[src/rtl/mc_pkg.sv]
// Shared encodings for the multi-cycle controller: FSM states, MIPS opcode/funct
// fields, datapath select codes and the one-hot instruction-class layout.
package mc_pkg;

    typedef enum logic [2:0] {
        ST_FETCH  = 3'd0,
        ST_DECODE = 3'd1,
        ST_EXEC   = 3'd2,
        ST_MEM    = 3'd3,
        ST_WB     = 3'd4
    } state_t;

    localparam logic [5:0] OP_RTYPE = 6'b000000;
    localparam logic [5:0] OP_ORI   = 6'b001101;
    localparam logic [5:0] OP_LW    = 6'b100011;
    localparam logic [5:0] OP_SW    = 6'b101011;
    localparam logic [5:0] OP_BEQ   = 6'b000100;
    localparam logic [5:0] OP_LUI   = 6'b001111;
    localparam logic [5:0] OP_JAL   = 6'b000011;

    localparam logic [5:0] FN_ADDU  = 6'b100001;
    localparam logic [5:0] FN_SUBU  = 6'b100011;
    localparam logic [5:0] FN_JR    = 6'b001000;

    localparam logic [1:0] WA_RT    = 2'b00;
    localparam logic [1:0] WA_RD    = 2'b01;
    localparam logic [1:0] WA_RA    = 2'b10;

    localparam logic [1:0] WD_ALU   = 2'b00;
    localparam logic [1:0] WD_DM    = 2'b01;
    localparam logic [1:0] WD_PC4   = 2'b10;

    localparam logic [1:0] NPC_PC4  = 2'b00;
    localparam logic [1:0] NPC_BR   = 2'b01;
    localparam logic [1:0] NPC_JUMP = 2'b10;
    localparam logic [1:0] NPC_REG  = 2'b11;

    localparam logic [2:0] ALU_ADD  = 3'b000;
    localparam logic [2:0] ALU_SUB  = 3'b001;
    localparam logic [2:0] ALU_OR   = 3'b010;
    localparam logic [2:0] ALU_LUI  = 3'b011;

    // Bit positions in the one-hot class vector; all-zero means undefined.
    localparam int C_ADDU    = 0;
    localparam int C_SUBU    = 1;
    localparam int C_JR      = 2;
    localparam int C_ORI     = 3;
    localparam int C_LW      = 4;
    localparam int C_SW      = 5;
    localparam int C_BEQ     = 6;
    localparam int C_LUI     = 7;
    localparam int C_JAL     = 8;
    localparam int NUM_CLASS = 9;

    typedef logic [NUM_CLASS-1:0] iclass_t;

endpackage

[src/rtl/mc_decode.sv]
// Combinational instruction classifier: maps the opcode/funct fields of the
// current instruction to a one-hot class (all zeros for anything undefined).
module mc_decode
    import mc_pkg::*;
(
    input  logic [31:0] instr,
    output iclass_t     iclass
);

    // Register, shamt and immediate fields play no part in classification.
    logic unused_fields;
    assign unused_fields = ^instr[25:6];

    always_comb begin
        iclass = '0;
        case (instr[31:26])
            OP_RTYPE: begin
                case (instr[5:0])
                    FN_ADDU: iclass[C_ADDU] = 1'b1;
                    FN_SUBU: iclass[C_SUBU] = 1'b1;
                    FN_JR:   iclass[C_JR]   = 1'b1;
                    default: iclass = '0;
                endcase
            end
            OP_ORI:  iclass[C_ORI] = 1'b1;
            OP_LW:   iclass[C_LW]  = 1'b1;
            OP_SW:   iclass[C_SW]  = 1'b1;
            OP_BEQ:  iclass[C_BEQ] = 1'b1;
            OP_LUI:  iclass[C_LUI] = 1'b1;
            OP_JAL:  iclass[C_JAL] = 1'b1;
            default: iclass = '0;
        endcase
    end

endmodule

[src/rtl/mc_ctrl.sv]
// Multi-cycle MIPS-subset controller: five-state FSM driving the datapath
// enables/selects, plus a free-running retired-instruction counter.
module mc_ctrl
    import mc_pkg::*;
(
    input  logic        clk,
    input  logic        rst_n,
    input  logic [31:0] instr,
    input  logic        zero,
    input  logic        dm_ack,
    output logic        pc_we,
    output logic        ir_we,
    output logic        grf_we,
    output logic        dm_we,
    output logic        dm_req,
    output logic [1:0]  wa_sel,
    output logic        alu_src,
    output logic [1:0]  wd_sel,
    output logic [2:0]  alu_op,
    output logic        ext_op,
    output logic [1:0]  npc_sel,
    output logic [2:0]  state,
    output logic [31:0] retire_cnt
);

    state_t      state_q;
    state_t      state_d;
    iclass_t     iclass;
    logic [31:0] retire_cnt_q;
    logic        is_alu;
    logic        is_undef;

    mc_decode u_decode (
        .instr  (instr),
        .iclass (iclass)
    );

    assign is_alu   = iclass[C_ADDU] | iclass[C_SUBU] | iclass[C_ORI] | iclass[C_LUI];
    assign is_undef = (iclass == '0);

    always_ff @(posedge clk or negedge rst_n) begin
        if (!rst_n) begin
            state_q <= ST_FETCH;
        end else begin
            state_q <= state_d;
        end
    end

    always_comb begin
        state_d = ST_FETCH;
        pc_we   = 1'b0;
        ir_we   = 1'b0;
        grf_we  = 1'b0;
        dm_we   = 1'b0;
        dm_req  = 1'b0;
        wa_sel  = WA_RT;
        wd_sel  = WD_ALU;
        npc_sel = NPC_PC4;
        alu_src = 1'b0;
        alu_op  = ALU_ADD;
        ext_op  = 1'b0;

        // ALU controls stay stable through EXEC, MEM and WB so the datapath
        // does not need to latch them.
        if (state_q == ST_EXEC || state_q == ST_MEM || state_q == ST_WB) begin
            if (iclass[C_SUBU] || iclass[C_BEQ]) begin
                alu_op = ALU_SUB;
            end else if (iclass[C_ORI]) begin
                alu_src = 1'b1;
                alu_op  = ALU_OR;
            end else if (iclass[C_LUI]) begin
                alu_src = 1'b1;
                alu_op  = ALU_LUI;
            end else if (iclass[C_LW] || iclass[C_SW]) begin
                alu_src = 1'b1;
                ext_op  = 1'b1;
            end
        end

        case (state_q)
            ST_FETCH: begin
                ir_we   = 1'b1;
                pc_we   = 1'b1;
                state_d = ST_DECODE;
            end
            ST_DECODE: begin
                if (iclass[C_JAL]) begin
                    state_d = ST_WB;
                end else if (iclass[C_JR]) begin
                    pc_we   = 1'b1;
                    npc_sel = NPC_REG;
                end else if (!is_undef) begin
                    state_d = ST_EXEC;
                end
            end
            ST_EXEC: begin
                if (iclass[C_BEQ]) begin
                    pc_we   = zero;
                    npc_sel = NPC_BR;
                end else if (iclass[C_LW] || iclass[C_SW]) begin
                    state_d = ST_MEM;
                end else if (is_alu) begin
                    state_d = ST_WB;
                end
            end
            ST_MEM: begin
                dm_req  = 1'b1;
                dm_we   = iclass[C_SW];
                state_d = ST_MEM;
                if (dm_ack) begin
                    state_d = iclass[C_LW] ? ST_WB : ST_FETCH;
                end
            end
            ST_WB: begin
                grf_we = 1'b1;
                if (iclass[C_ADDU] || iclass[C_SUBU]) begin
                    wa_sel = WA_RD;
                end else if (iclass[C_LW]) begin
                    wd_sel = WD_DM;
                end else if (iclass[C_JAL]) begin
                    wa_sel  = WA_RA;
                    wd_sel  = WD_PC4;
                    pc_we   = 1'b1;
                    npc_sel = NPC_JUMP;
                end
            end
            default: state_d = ST_FETCH;
        endcase

        // Keep the PC and IR frozen while reset is held.
        if (!rst_n) begin
            ir_we = 1'b0;
            pc_we = 1'b0;
        end
    end

    // An instruction retires on the edge that brings the FSM back to FETCH.
    always_ff @(posedge clk or negedge rst_n) begin
        if (!rst_n) begin
            retire_cnt_q <= 32'd0;
        end else if (state_q != ST_FETCH && state_d == ST_FETCH) begin
            retire_cnt_q <= retire_cnt_q + 32'd1;
        end
    end

    assign state      = state_q;
    assign retire_cnt = retire_cnt_q;

endmodule
[config.mk]
export PLATFORM = sky130hd
export DESIGN_NAME = mc_ctrl
export DESIGN_NICKNAME = d
export VERILOG_FILES = /design/src/rtl/mc_pkg.sv /design/src/rtl/mc_decode.sv /design/src/rtl/mc_ctrl.sv
export SDC_FILE = /design/constraint.sdc
export NUM_CORES = 1
export LEC_CHECK = 0
export ABC_CLOCK_PERIOD_IN_PS = 2360
export CAP_MARGIN = 20
export CORE_MARGIN = 1.5
export CORE_UTILIZATION = 39
export CTS_CLUSTER_DIAMETER = 200
export DETAILED_ROUTE_END_ITERATION = 10
export PLACE_DENSITY = 0.86
export SETUP_SLACK_MARGIN = 0.5
export SYNTH_ARGS = -nofsm -noshare
export SYNTH_HDL_FRONTEND = slang
export SYNTH_HIERARCHICAL = 1
export SYNTH_SLANG_ARGS = --single-unit
[constraint.sdc]
create_clock -name clk -period 2.36 [get_ports clk]
set_clock_uncertainty 0.15 [all_clocks]
set_input_delay 0.236 -clock clk [delete_from_list [all_inputs] [get_ports clk]]
set_output_delay 0.236 -clock clk [all_outputs]
set_load 0.03 [all_outputs]
==> run metrics <==
run status complete, but fails checks; failing checks negative setup slack; largest net degree at the start of global routing 37; final setup vio count 42; DRT Pass-1 Iters 4; Setup WS post-layout -0.185 ns; # port buffers 65; EDFF count, synth 0; Hold Violations, Final 0; Initial Util 40.3%; antenna-violating nets left 0; Final #Nets 372; CP arrival 2.56 ns; pwr/cell area 681 mW/mm^2; Primary FF master, synth dfrtp_1; TritonCTS clock tree built; DRT iter0 DRCs 118; Yosys reg bits 35; CTS sink count 35; share of layout cells above drive strength 1 48.8%; Hold Buf Count CTS 0; Hold Crit Class in2async; Slew Limit Fails 0; commonest non-fill, non-tap cell in the layout buf_6; top cell type's share of synthesized area a little over two fifths; Startpoint Class primary input; later-pin clock latency in the skew report 0.29 ns; crit-path cells clkdlybuf4s15_1 > or4_4 > nor4_4 > buf_4 > buf_6 > nor3_4 > a211oi_4 > buf_6 > a2111o_1 > buf_6 > nor3_4 > xor2_1; post-synthesis async set-or-reset flop share 100%; Gate Count Post-Synth between 200 and 250; Die ar. 0.00573 sq mm; crit-path max cell delay 0.50 ns; Horiz. Die Dim 75.7 microns; DRC viols 0; synth warn 6; setup_tns -4.97 ns; Worst-path clk slew 0.07 ns; Crit path top cell by count buf_6; Die Ht 75.7 microns; RD Place Congestion around 0.79; Slew headroom between 50% and 60%; vias in the first global route ~2200; DR vias/cell 5.57; Core ar. 0.00511 sq mm; first-pass GRT wire length 10400 microns; Worst IR Drop VDD a little under 800 uV; area of the multi-input gates 0.00156 sq mm; Netlist Area Pre-Place 0.00206 sq mm; CP max-delay cell or4_4; Buf+Inv Stages, Crit Path 5; initial antenna violation count 0; Lkg Pwr roughly 0.0018 uW; crit path kind in2reg; register area share after synthesis 42.5%; unrepaired setup endpoints after global routing true; GRT Total Usage 24.5%; Slew @ Worst Pin 0.606 ns; most frequent cells in the layout buf_6, buf_4, dfrtp_1; fillers 307; DR vias 2260; # rows 26; H-tree lvl count 2; CP top delay family simple AND/OR/NAND/NOR gates; Synth cell types 50; Synth area leaders dfrtp_1, xnor2_1, nand4_1; DR WL/cell 18.8 microns; area leader, netlist dfrtp_1; DP Wirelength between 4000 and 5000 microns; worst hold margin between 0.2 and 0.25 ns; Storage cell area approximately 880 sq um; maxcap violations 0; IO Pins 87; Fmax achieved between 300 and 400 MHz; CTS Root Cell clkbuf_8; Worst EP required 2.38 ns; drt total wl roughly 7700 microns; CTS buffer count 5; crit path max fanout 4; min Tclk post-route 2.54 ns; GR Overflow Total 0; CTS Buffer Depth 2; crit share post-route 108%; Area Overhead vs Synth 90.0%; endpoint class of the critical path flip-flop; # diodes 0; Mean Syn Cell Area between 9 and 10 sq um; syn nets 245
[cell type report]
class,count,area share (%)
multi-input cells,164,39.9
repair buffers,126,32.5
well taps,70,2.24
flip-flops and latches,35,22.5
clock buffers,8,2.56
inverters,3,0.288
[path summary, 6_finish.rpt]
kind | start | endpoint | slack [ns] | cells after the start
min in group clk | retire_cnt[31] | retire_cnt[31] | 0.32 | 1
hold / removal | rst_n | retire_cnt[26] | 0.22 | 2
setup reg to reg | state[1] | retire_cnt[30] | 0.12 | 7
max in group asynchronous | rst_n | state[2] | 1.63 | 2
hold reg to reg | retire_cnt[31] | retire_cnt[31] | 0.32 | 1
setup / recovery | instr[29] | retire_cnt[30] | -0.18 | 12
[layer usage]
metal  wire, microns  track usage (%)
met2            4030             44.3
met4             229             7.74
met3             434             5.56
met1            2960             28.8
met5               0                0
[cell usage after synthesis, types with 2 or more instances]
master	n
dfrtp_1	35
xnor2_1	23
nand2_1	17
nor2_1	17
nand3_1	14
nand4_1	14
nor3_1	11
xor2_1	8
and3_1	6
nor4_1	6
and2_1	3
buf_4	3
inv_1	3
nand2b_1	3
nor3b_1	3
a21oi_1	2
a31oi_1	2
nand3b_1	2
nand4bb_1	2
nor2b_1	2
o21bai_1	2
or2_2	2
[where the power goes]
group	switching, uW	internal [uW]
Combinational	690	691
Clock	216	266
Sequential	125	678
Total	1030	1640
[flip-flops by register name, summed over array words and instances, names as in the netlist]
register,count
state,3
retire_cnt,32
[logic make-up (layout without fill, tap and decap cells)]
logic type | count (synthesis) | after routing | synth area share (%)
adder cells (fa/ha/maj) | 1 | 1 | 0.607
flip-flops | 35 | 35 | 42.5
AO/OA/AOI/OAI | 15 | 15 | 7.29
XOR/XNOR | 31 | 31 | 13.2
other | 1 | 1 | 0.182
multiplexers | 2 | 2 | 1.03
buffers and inverters | 9 | 137 | 2.61
AND/OR/NAND/NOR | 114 | 114 | 32.6
[what timing repair did]
item | 4_1_cts | 5_1_grt
gates cloned | 1 | 0
setup endpoints to repair | 53 | 56
pin swaps | 30 | 19
gates resized for setup | 164 | 37
setup buffers | 22 | 7
hold endpoints to repair | 0 | 0
[per-stage QoR]
stage	utilization, %	total power [uW]	instance area (sq um)	setup WS, ns	instances
global placement	61.6	1760	3150	-0.819	368
global route	76.6	2790	3910	-0.268	406
detailed placement	61.6	1790	3150	-0.872	368
floorplan	-	1380	2220	-0.0472	208
finish	76.6	2670	3910	-0.185	406
CTS	72.4	2570	3700	-0.0872	399
Note: power is estimated with default switching activity, not from simulation.
